## config.mk

```make
export PLATFORM = sky130hd
export DESIGN_NAME = pc_sequencer
export DESIGN_NICKNAME = d
export VERILOG_FILES = /design/src/rtl/pc_sequencer.sv
export SDC_FILE = /design/constraint.sdc
export NUM_CORES = 1
export LEC_CHECK = 0
export CAP_MARGIN = 0
export CORE_ASPECT_RATIO = 0.8
export CORE_MARGIN = 2
export CORE_UTILIZATION = 35
export CTS_CLUSTER_SIZE = 10
export DETAILED_ROUTE_END_ITERATION = 12
export MAX_ROUTING_LAYER = met4
export PLACE_DENSITY = 0.84
export SLEW_MARGIN = 10
export SYNTH_ARGS = -nofsm -noshare
export SYNTH_HDL_FRONTEND = slang
export SYNTH_SLANG_ARGS = --single-unit
```

## constraint.sdc

```tcl
create_clock -name clock -period 1.5 [get_ports clock]
set_input_delay 0.3 -clock clock [delete_from_list [all_inputs] [get_ports clock]]
set_output_delay 0.3 -clock clock [all_outputs]
set_load 0.05 [all_outputs]
```

## src/rtl/pc_sequencer.sv

```systemverilog
// pc_sequencer: multi-cycle instruction sequencer. It steps through
// IDLE -> FETCH -> DECODE -> EXECUTE -> UPDATE and issues one PC command
// per instruction. It can park in HALT and resume from there.
//
// Optional feature: define PC_SEQ_CALL_STACK_EN to add a STACK_DEPTH-entry
// return-address LIFO for call/ret. Without it, call acts as jump, ret acts
// as seq, and stack_err is tied low.
//
// Ports
//   clock        rising-edge clock
//   reset        asynchronous active-low reset
//   start        begin/resume; honoured only in IDLE and HALT
//   pc_address   current PC value (sampled in EXECUTE)
//   mem_ready    instruction memory output valid (FETCH handshake)
//   ctl_kind     0 seq, 1 jump, 2 branch, 3 jr, 4 call, 5 ret, 6 halt, 7 rsvd
//   branch_taken branch condition result
//   target_addr  jump/branch/call target
//   reg_addr     jump-register value
//   flagPC       PC command: 0 hold, 1 increment, 2 load newAddress
//   newAddress   PC load value (zero unless flagPC==2)
//   pc_clear     PC synchronous clear (high in IDLE)
//   ir_load      instruction register latch strobe
//   exec_en      datapath execute strobe (EXECUTE)
//   halted       high in HALT
//   state        current state code (debug)
//   stack_err    sticky call-stack overflow/underflow flag
//
// Every output is registered. Each output is computed on the same edge that
// enters the state it belongs to. ir_load is therefore captured on the edge
// that sees mem_ready in FETCH. It is high for one cycle, the first DECODE
// cycle, so that no path exists from mem_ready to the output.
module pc_sequencer #(
    parameter int unsigned FLAG        = 2,
    parameter int unsigned ADDR        = 20,
    parameter int unsigned STACK_DEPTH = 4
) (
    input  logic            clock,
    input  logic            reset,
    input  logic            start,
    input  logic [ADDR-1:0] pc_address,
    input  logic            mem_ready,
    input  logic [2:0]      ctl_kind,
    input  logic            branch_taken,
    input  logic [ADDR-1:0] target_addr,
    input  logic [ADDR-1:0] reg_addr,
    output logic [FLAG-1:0] flagPC,
    output logic [ADDR-1:0] newAddress,
    output logic            pc_clear,
    output logic            ir_load,
    output logic            exec_en,
    output logic            halted,
    output logic [2:0]      state,
    output logic            stack_err
);

    typedef enum logic [2:0] {
        S_IDLE    = 3'd0,
        S_FETCH   = 3'd1,
        S_DECODE  = 3'd2,
        S_EXECUTE = 3'd3,
        S_UPDATE  = 3'd4,
        S_HALT    = 3'd5
    } state_t;

    typedef enum logic [2:0] {
        K_SEQ    = 3'd0,
        K_JUMP   = 3'd1,
        K_BRANCH = 3'd2,
        K_JR     = 3'd3,
        K_CALL   = 3'd4,
        K_RET    = 3'd5,
        K_HALT   = 3'd6,
        K_RSVD   = 3'd7
    } ctl_t;

    typedef enum logic [FLAG-1:0] {
        PC_HOLD = FLAG'(0),
        PC_INC  = FLAG'(1),
        PC_LOAD = FLAG'(2)
    } pc_cmd_t;

    state_t cur;

    assign state = cur;

`ifdef PC_SEQ_CALL_STACK_EN
    localparam int unsigned SP_W  = $clog2(STACK_DEPTH + 1);
    localparam int unsigned IDX_W = (STACK_DEPTH > 1) ? $clog2(STACK_DEPTH) : 1;

    logic [ADDR-1:0] stack_mem [STACK_DEPTH];
    logic [SP_W-1:0] sp;
    logic            stack_full;
    logic            stack_empty;

    assign stack_full  = (sp == SP_W'(STACK_DEPTH));
    assign stack_empty = (sp == '0);
`else
    // Without the stack, pc_address and STACK_DEPTH have no consumer.
    logic unused_inputs;
    assign unused_inputs = ^{pc_address, STACK_DEPTH[0]};
    assign stack_err     = 1'b0;
`endif

    always_ff @(posedge clock or negedge reset) begin
        if (!reset) begin
            cur        <= S_IDLE;
            flagPC     <= PC_HOLD;
            newAddress <= '0;
            pc_clear   <= 1'b1;
            ir_load    <= 1'b0;
            exec_en    <= 1'b0;
            halted     <= 1'b0;
`ifdef PC_SEQ_CALL_STACK_EN
            stack_err  <= 1'b0;
            sp         <= '0;
            for (int unsigned i = 0; i < STACK_DEPTH; i++) begin
                stack_mem[i] <= '0;
            end
`endif
        end else begin
            // Strobes default low; each arm raises what the next state needs.
            flagPC     <= PC_HOLD;
            newAddress <= '0;
            pc_clear   <= 1'b0;
            ir_load    <= 1'b0;
            exec_en    <= 1'b0;
            halted     <= 1'b0;

            case (cur)
                S_IDLE: begin
                    if (start) cur <= S_FETCH;
                    else       pc_clear <= 1'b1;
                end

                S_FETCH: begin
                    if (mem_ready) begin
                        cur     <= S_DECODE;
                        ir_load <= 1'b1;
                    end
                end

                S_DECODE: begin
                    cur     <= S_EXECUTE;
                    exec_en <= 1'b1;
                end

                // The EXECUTE samples are turned straight into the UPDATE
                // command on the edge that leaves EXECUTE.
                S_EXECUTE: begin
                    if (ctl_t'(ctl_kind) == K_HALT) begin
                        cur    <= S_HALT;
                        halted <= 1'b1;
                    end else begin
                        cur <= S_UPDATE;
                        case (ctl_t'(ctl_kind))
                            K_JUMP: begin
                                flagPC     <= PC_LOAD;
                                newAddress <= target_addr;
                            end
                            K_BRANCH: begin
                                if (branch_taken) begin
                                    flagPC     <= PC_LOAD;
                                    newAddress <= target_addr;
                                end else begin
                                    flagPC <= PC_INC;
                                end
                            end
                            K_JR: begin
                                flagPC     <= PC_LOAD;
                                newAddress <= reg_addr;
                            end
                            K_CALL: begin
                                flagPC     <= PC_LOAD;
                                newAddress <= target_addr;
`ifdef PC_SEQ_CALL_STACK_EN
                                // On overflow the jump still happens; only
                                // the push is lost.
                                if (stack_full) begin
                                    stack_err <= 1'b1;
                                end else begin
                                    stack_mem[IDX_W'(sp)] <= pc_address + ADDR'(1);
                                    sp <= sp + SP_W'(1);
                                end
`endif
                            end
                            K_RET: begin
`ifdef PC_SEQ_CALL_STACK_EN
                                if (stack_empty) begin
                                    flagPC    <= PC_INC;
                                    stack_err <= 1'b1;
                                end else begin
                                    flagPC     <= PC_LOAD;
                                    newAddress <= stack_mem[IDX_W'(sp - SP_W'(1))];
                                    sp         <= sp - SP_W'(1);
                                end
`else
                                flagPC <= PC_INC;
`endif
                            end
                            default: flagPC <= PC_INC;
                        endcase
                    end
                end

                S_UPDATE: cur <= S_FETCH;

                S_HALT: begin
                    if (start) cur <= S_FETCH;
                    else       halted <= 1'b1;
                end

                default: begin
                    cur      <= S_IDLE;
                    pc_clear <= 1'b1;
                end
            endcase
        end
    end

endmodule

```

Yosys cells after proc, flatten, opt, wreduce, memory -nomap -nowiden
Index checks and enable logic that the tools add are counted.

operators by class
  equality and inequality tests = 12
  muxes and demuxes = 19
  reduce and logical (&&, ||, !) cells = 6

operators with widths
  operator            count
  $mux 20             3
  $pmux 20 s3         1
  $pmux 3 s5          1
  $eq 3x2->1 const B  4
  $eq 3x3->1 const B  4
  $eq 3x1->1 const B  2
  $mux 1              6
  $mux 2              3
  $mux 3              2
  $reduce_or 5->1     1
  $pmux 1 s2          2
  $pmux 2 s2          1
  $reduce_or 2->1     2
  $logic_not 3->1     1
  $reduce_or 3->1     1
  $ne 2x1->1 const B  1
  $ne 2x2->1 const B  1
  $reduce_and 2->1    1

storage, ports and cells
  flip-flop bits (word level) = 29
  bits of input ports = 68
  output and inout bits = 30

Depth between registers and ports, before layout
  depth in word-level cells = 5
  mapped depth = 5
  gate-level depth less buffers = 3

Worst setup path after synthesis
No wires, ideal clock.

  path type = reg-to-reg
  start = reg cur[1], in the netlist state[1]
  end = reg newAddress[10]
  library setup time = 0.073 ns
  data arrival time = 1.512 ns
  setup slack = -0.086 ns
  stages on the path, launching flop included = 6
  path buffers = 2
  cells stage by stage = dfrtp_1 -> buf_2 -> nor2b_1 -> o211ai_1 -> buf_2 -> a21oi_2

between the ends
  word-level cells in the longest chain between the ends = 2

ends and longest elaborated chain
  what                      RTL line  source
  start: declaration        82        state_t cur;
  start signal: assignment  106       cur <= S_IDLE;
  start signal: assignment  131       if (start) cur <= S_FETCH;
  start signal: assignment  137       cur <= S_DECODE;
  $eq 3x2->1                129       case (cur)
  $mux 20                   129
  end signal: assignment    158       newAddress <= target_addr;
  end signal: assignment    163       newAddress <= target_addr;
  end signal: assignment    170       newAddress <= reg_addr;
  end: declaration          47        output logic [ADDR-1:0] newAddress,

Every way passes these cells.
A chain may end at the register's enable or synchronous reset.

Worst setup path in the final report
  start = in branch_taken
  end = reg newAddress[5]

between the ends
  word-level cells in the longest chain between the ends = 4

ends and longest elaborated chain
  what                RTL line  source
  start: declaration  43        input logic branch_taken,
  $mux 20             161       if (branch_taken) begin
  $pmux 20 s3         155       case (ctl_t'(ctl_kind))
  $mux 20             150       if (ctl_t'(ctl_kind) == K_HALT) begin
  $mux 20             129

Every way passes these cells.

==> key figures <==
Route
  – Routed len/inst: 14.5 um
  – Vias per inst: 4.79
  – Pre-Repair DR Iteration Count: 4
  – Initial DRC Count: 71
  – Routed WL: 3.97 mm
  – # DRC: 0
  – Routed Antenna Nets: 0
  – Via count: 1312

Logic synthesis
  – Leading cell types by total area after synthesis: dfrtp_1 49%, a21oi_2 12%, o31ai_1 10%
  – Yosys warnings: 0
  – Sequential area share after synthesis: 51.2%
  – Area share of the largest cell type after synthesis: 49.3%
  – Netlist cell types: 30
  – Mapped Area: 1420 um2
  – Synth Instances: 134
  – Syn Area/Cell: 10.6 um2
  – Syn_nets: 202
  – FF+latch count, synth: 29
  – Area leader, netlist: dfrtp_1

STA
  – Final cycle utilization of the critical path: 92.7%
  – Clock skew: 0.00338 ns
  – Endpoints failing setup: 0
  – Max Clock Freq: 719 MHz
  – Final min period: 1.39 ns
  – Number of hold violations in the final report: 0
  – RSZ-0062 raised after global routing: no
  – Max-slew violations: 0
  – Min Hold Slack: 0.371 ns
  – Final worst setup slack: 0.109 ns

Placement
  – HPWL after DPL: 2.99 mm
  – Gpl congestion: 0.780
  – Buffers on Ports: 76
  – Place WS: -0.376 ns
  – DP Area: 2670 um2

Critical path
  – Critical path type: in -> reg
  – Critical Path RT: 1.70 ns
  – WP data arrival: 1.59 ns
  – Worst R2R Setup Slack: 0.19 ns
  – Crit-path max FO: 20
  – Crit end category: register
  – CP startpoint kind: primary input
  – CP Capture Point: newAddress[5]$_DFF_PN0_
  – Crit-path cells: clkdlybuf4s50_1 -> nor4bb_4 -> buf_12 -> o31ai_1 -> a21oi_2
  – CP Buf/Inv Count: 2
  – Max incr delay on CP: 0.48 ns
  – CP Launch Point: branch_taken
  – Worst path depth: 5
  – Worst path slowest cell: clkdlybuf4s50_1
  – Cell family with most CP delay: buffers and inverters
  – FF-to-FF path depth: 5
  – Reg2reg end: newAddress[18]$_DFF_PN0_
  – Reg2reg start: state[2]$_DFFE_PN0P_

Layout
  – Final Cell Area: 2790 um2
  – Antenna fix cells: 0
  – Final nets: 286
  – Area occupied by multi-input gates: 646 um2
  – Sequential Area: 729 um2
  – Area Growth Syn to Fin: 96.2%
  – Share of cells above drive strength 1: 37.0%
  – Commonest non-fill, non-tap cell in the layout: clkdlybuf4s50_1
  – Commonest cells after routing, fill and taps aside: 44 x clkdlybuf4s50_1, 34 x buf_12, 26 x dfrtp_1
  – Fill cells: 277

Die
  – DIE WIDTH: 75.2 um
  – Starting density of the core: 36.9%
  – Die height: 61.0 um
  – Num ports: 98
  – Die area: 4590 um2
  – Row Count: 20
  – Core area: 3850 um2

Clock tree
  – Worst skew pair latency: 0.27 ns
  – Resized cells post-CTS: 5
  – CTS tree: done
  – Post-CTS setup repair buffer count: 0
  – Max clock buf depth: 2
  – H-tree depth: 2
  – CTS sink cnt: 29
  – Clock-pin slew on the worst setup and hold paths: 0.07 ns
  – CTS root buf: clkbuf_8
  – CTS buffer count: 5
  – Hold buffer count at cts: 0

Global route
  – Vias in the first global route: 1340
  – All-layer global routing usage: 19.0%
  – Antenna violations before repair: 0
  – Largest net degree at the start of global routing: 30
  – Met1 usage: 22.5%
  – GRT overflow: 0
  – Grt peak-use layer: met2
  – First-pass GRT wire length: 6.24 mm
  – Met2 usage: 32.1%
  – Global routing usage on met3: 6.64%

Power
  – Leakage: 1.17 nW
  – VDD IR max: 1.22 mV
  – Power Density: 1190 nW/um2

Worst hold path
  – Worst min-delay path category: in -> async

Run
  – MaxCap Viol Count: 0

Status
  – Status: complete, no violations
sequential cells by signal (all words and copies together), names as in the netlist:
name / count
flagPC: 2
newAddress: 20
pc_clear: 1
exec_en: 1
ir_load: 1
state: 3
halted: 1
area by class of cell:
type | instances | area share (%)
clock buffers | 7 | 3.10
repair buffers | 91 | 44.0
flip-flops and latches | 29 | 26.2
multi-input cells | 91 | 23.2
well taps | 55 | 2.47
clock inverters | 1 | 1.08
where the power goes:
group          internal (mW)  switching, mW
clock network          0.541          0.284
logic                  0.741          0.745
registers              0.902         0.0974
total                   2.18           1.13
kinds of logic after synthesis:
family                 share of synthesized area [%]
multiplexers                                    1.50
flip-flops                                      51.2
buffers and inverters                           5.11
AND/OR/NAND/NOR                                 13.4
AO/OA/AOI/OAI                                   28.5
other                                          0.264
how the worst min path moves through the flow:
stage | from | endpoint | slack (ns) | depth (start not counted)
after floorplan | reset | exec_en$_DFF_PN0_ | 0.004 | 0
after global placement | state[2]$_DFFE_PN0P_ | flagPC[0]$_DFF_PN0_ | 0.56 | 3
after detailed placement | state[2]$_DFFE_PN0P_ | flagPC[0]$_DFF_PN0_ | 0.57 | 3
after CTS | reset | flagPC[0]$_DFF_PN0_ | 0.38 | 2
after global routing | reset | flagPC[0]$_DFF_PN0_ | 0.38 | 2
final | reset | flagPC[0]$_DFF_PN0_ | 0.37 | 2
routing by layer:
metal  part of all wire, %  up-vias
li1                      -      639
met1                    41      620
met2                    51       49
met3                   7.2        4
met4                  0.68        0
met5                     0        -
synth_stat cells:
library cell / count
mux2i_1: 1
buf_2: 7
clkbuf_1: 4
nor2_1: 5
nor3_1: 2
conb_1: 1
o21a_1: 2
nand3b_1: 1
nand2_1: 22
mux2_2: 1
nand2b_1: 1
buf_4: 2
a21o_1: 2
or2_1: 1
nor3b_4: 1
nor4bb_1: 1
nor2b_1: 1
nor3b_1: 2
a211oi_1: 1
and3b_1: 1
dfrtp_1: 28
a21oi_2: 20
o31ai_1: 19
clkbuf_4: 1
o31ai_2: 1
o21ba_2: 1
a21oi_1: 2
dfstp_2: 1
o21ba_1: 1
o211ai_1: 1
through the flow:
step	total power [mW]	utilization, %	setup TNS (ns)	instances
global placement	2.48	69.2	-6.32	266
finish	3.31	72.3	0	274
floorplan	1.69	-	0	134
global route	3.46	72.3	0	274
CTS	3.34	72.3	0	274
detailed placement	2.50	69.2	-7.13	266
Power figures use the tool's default switching activity.
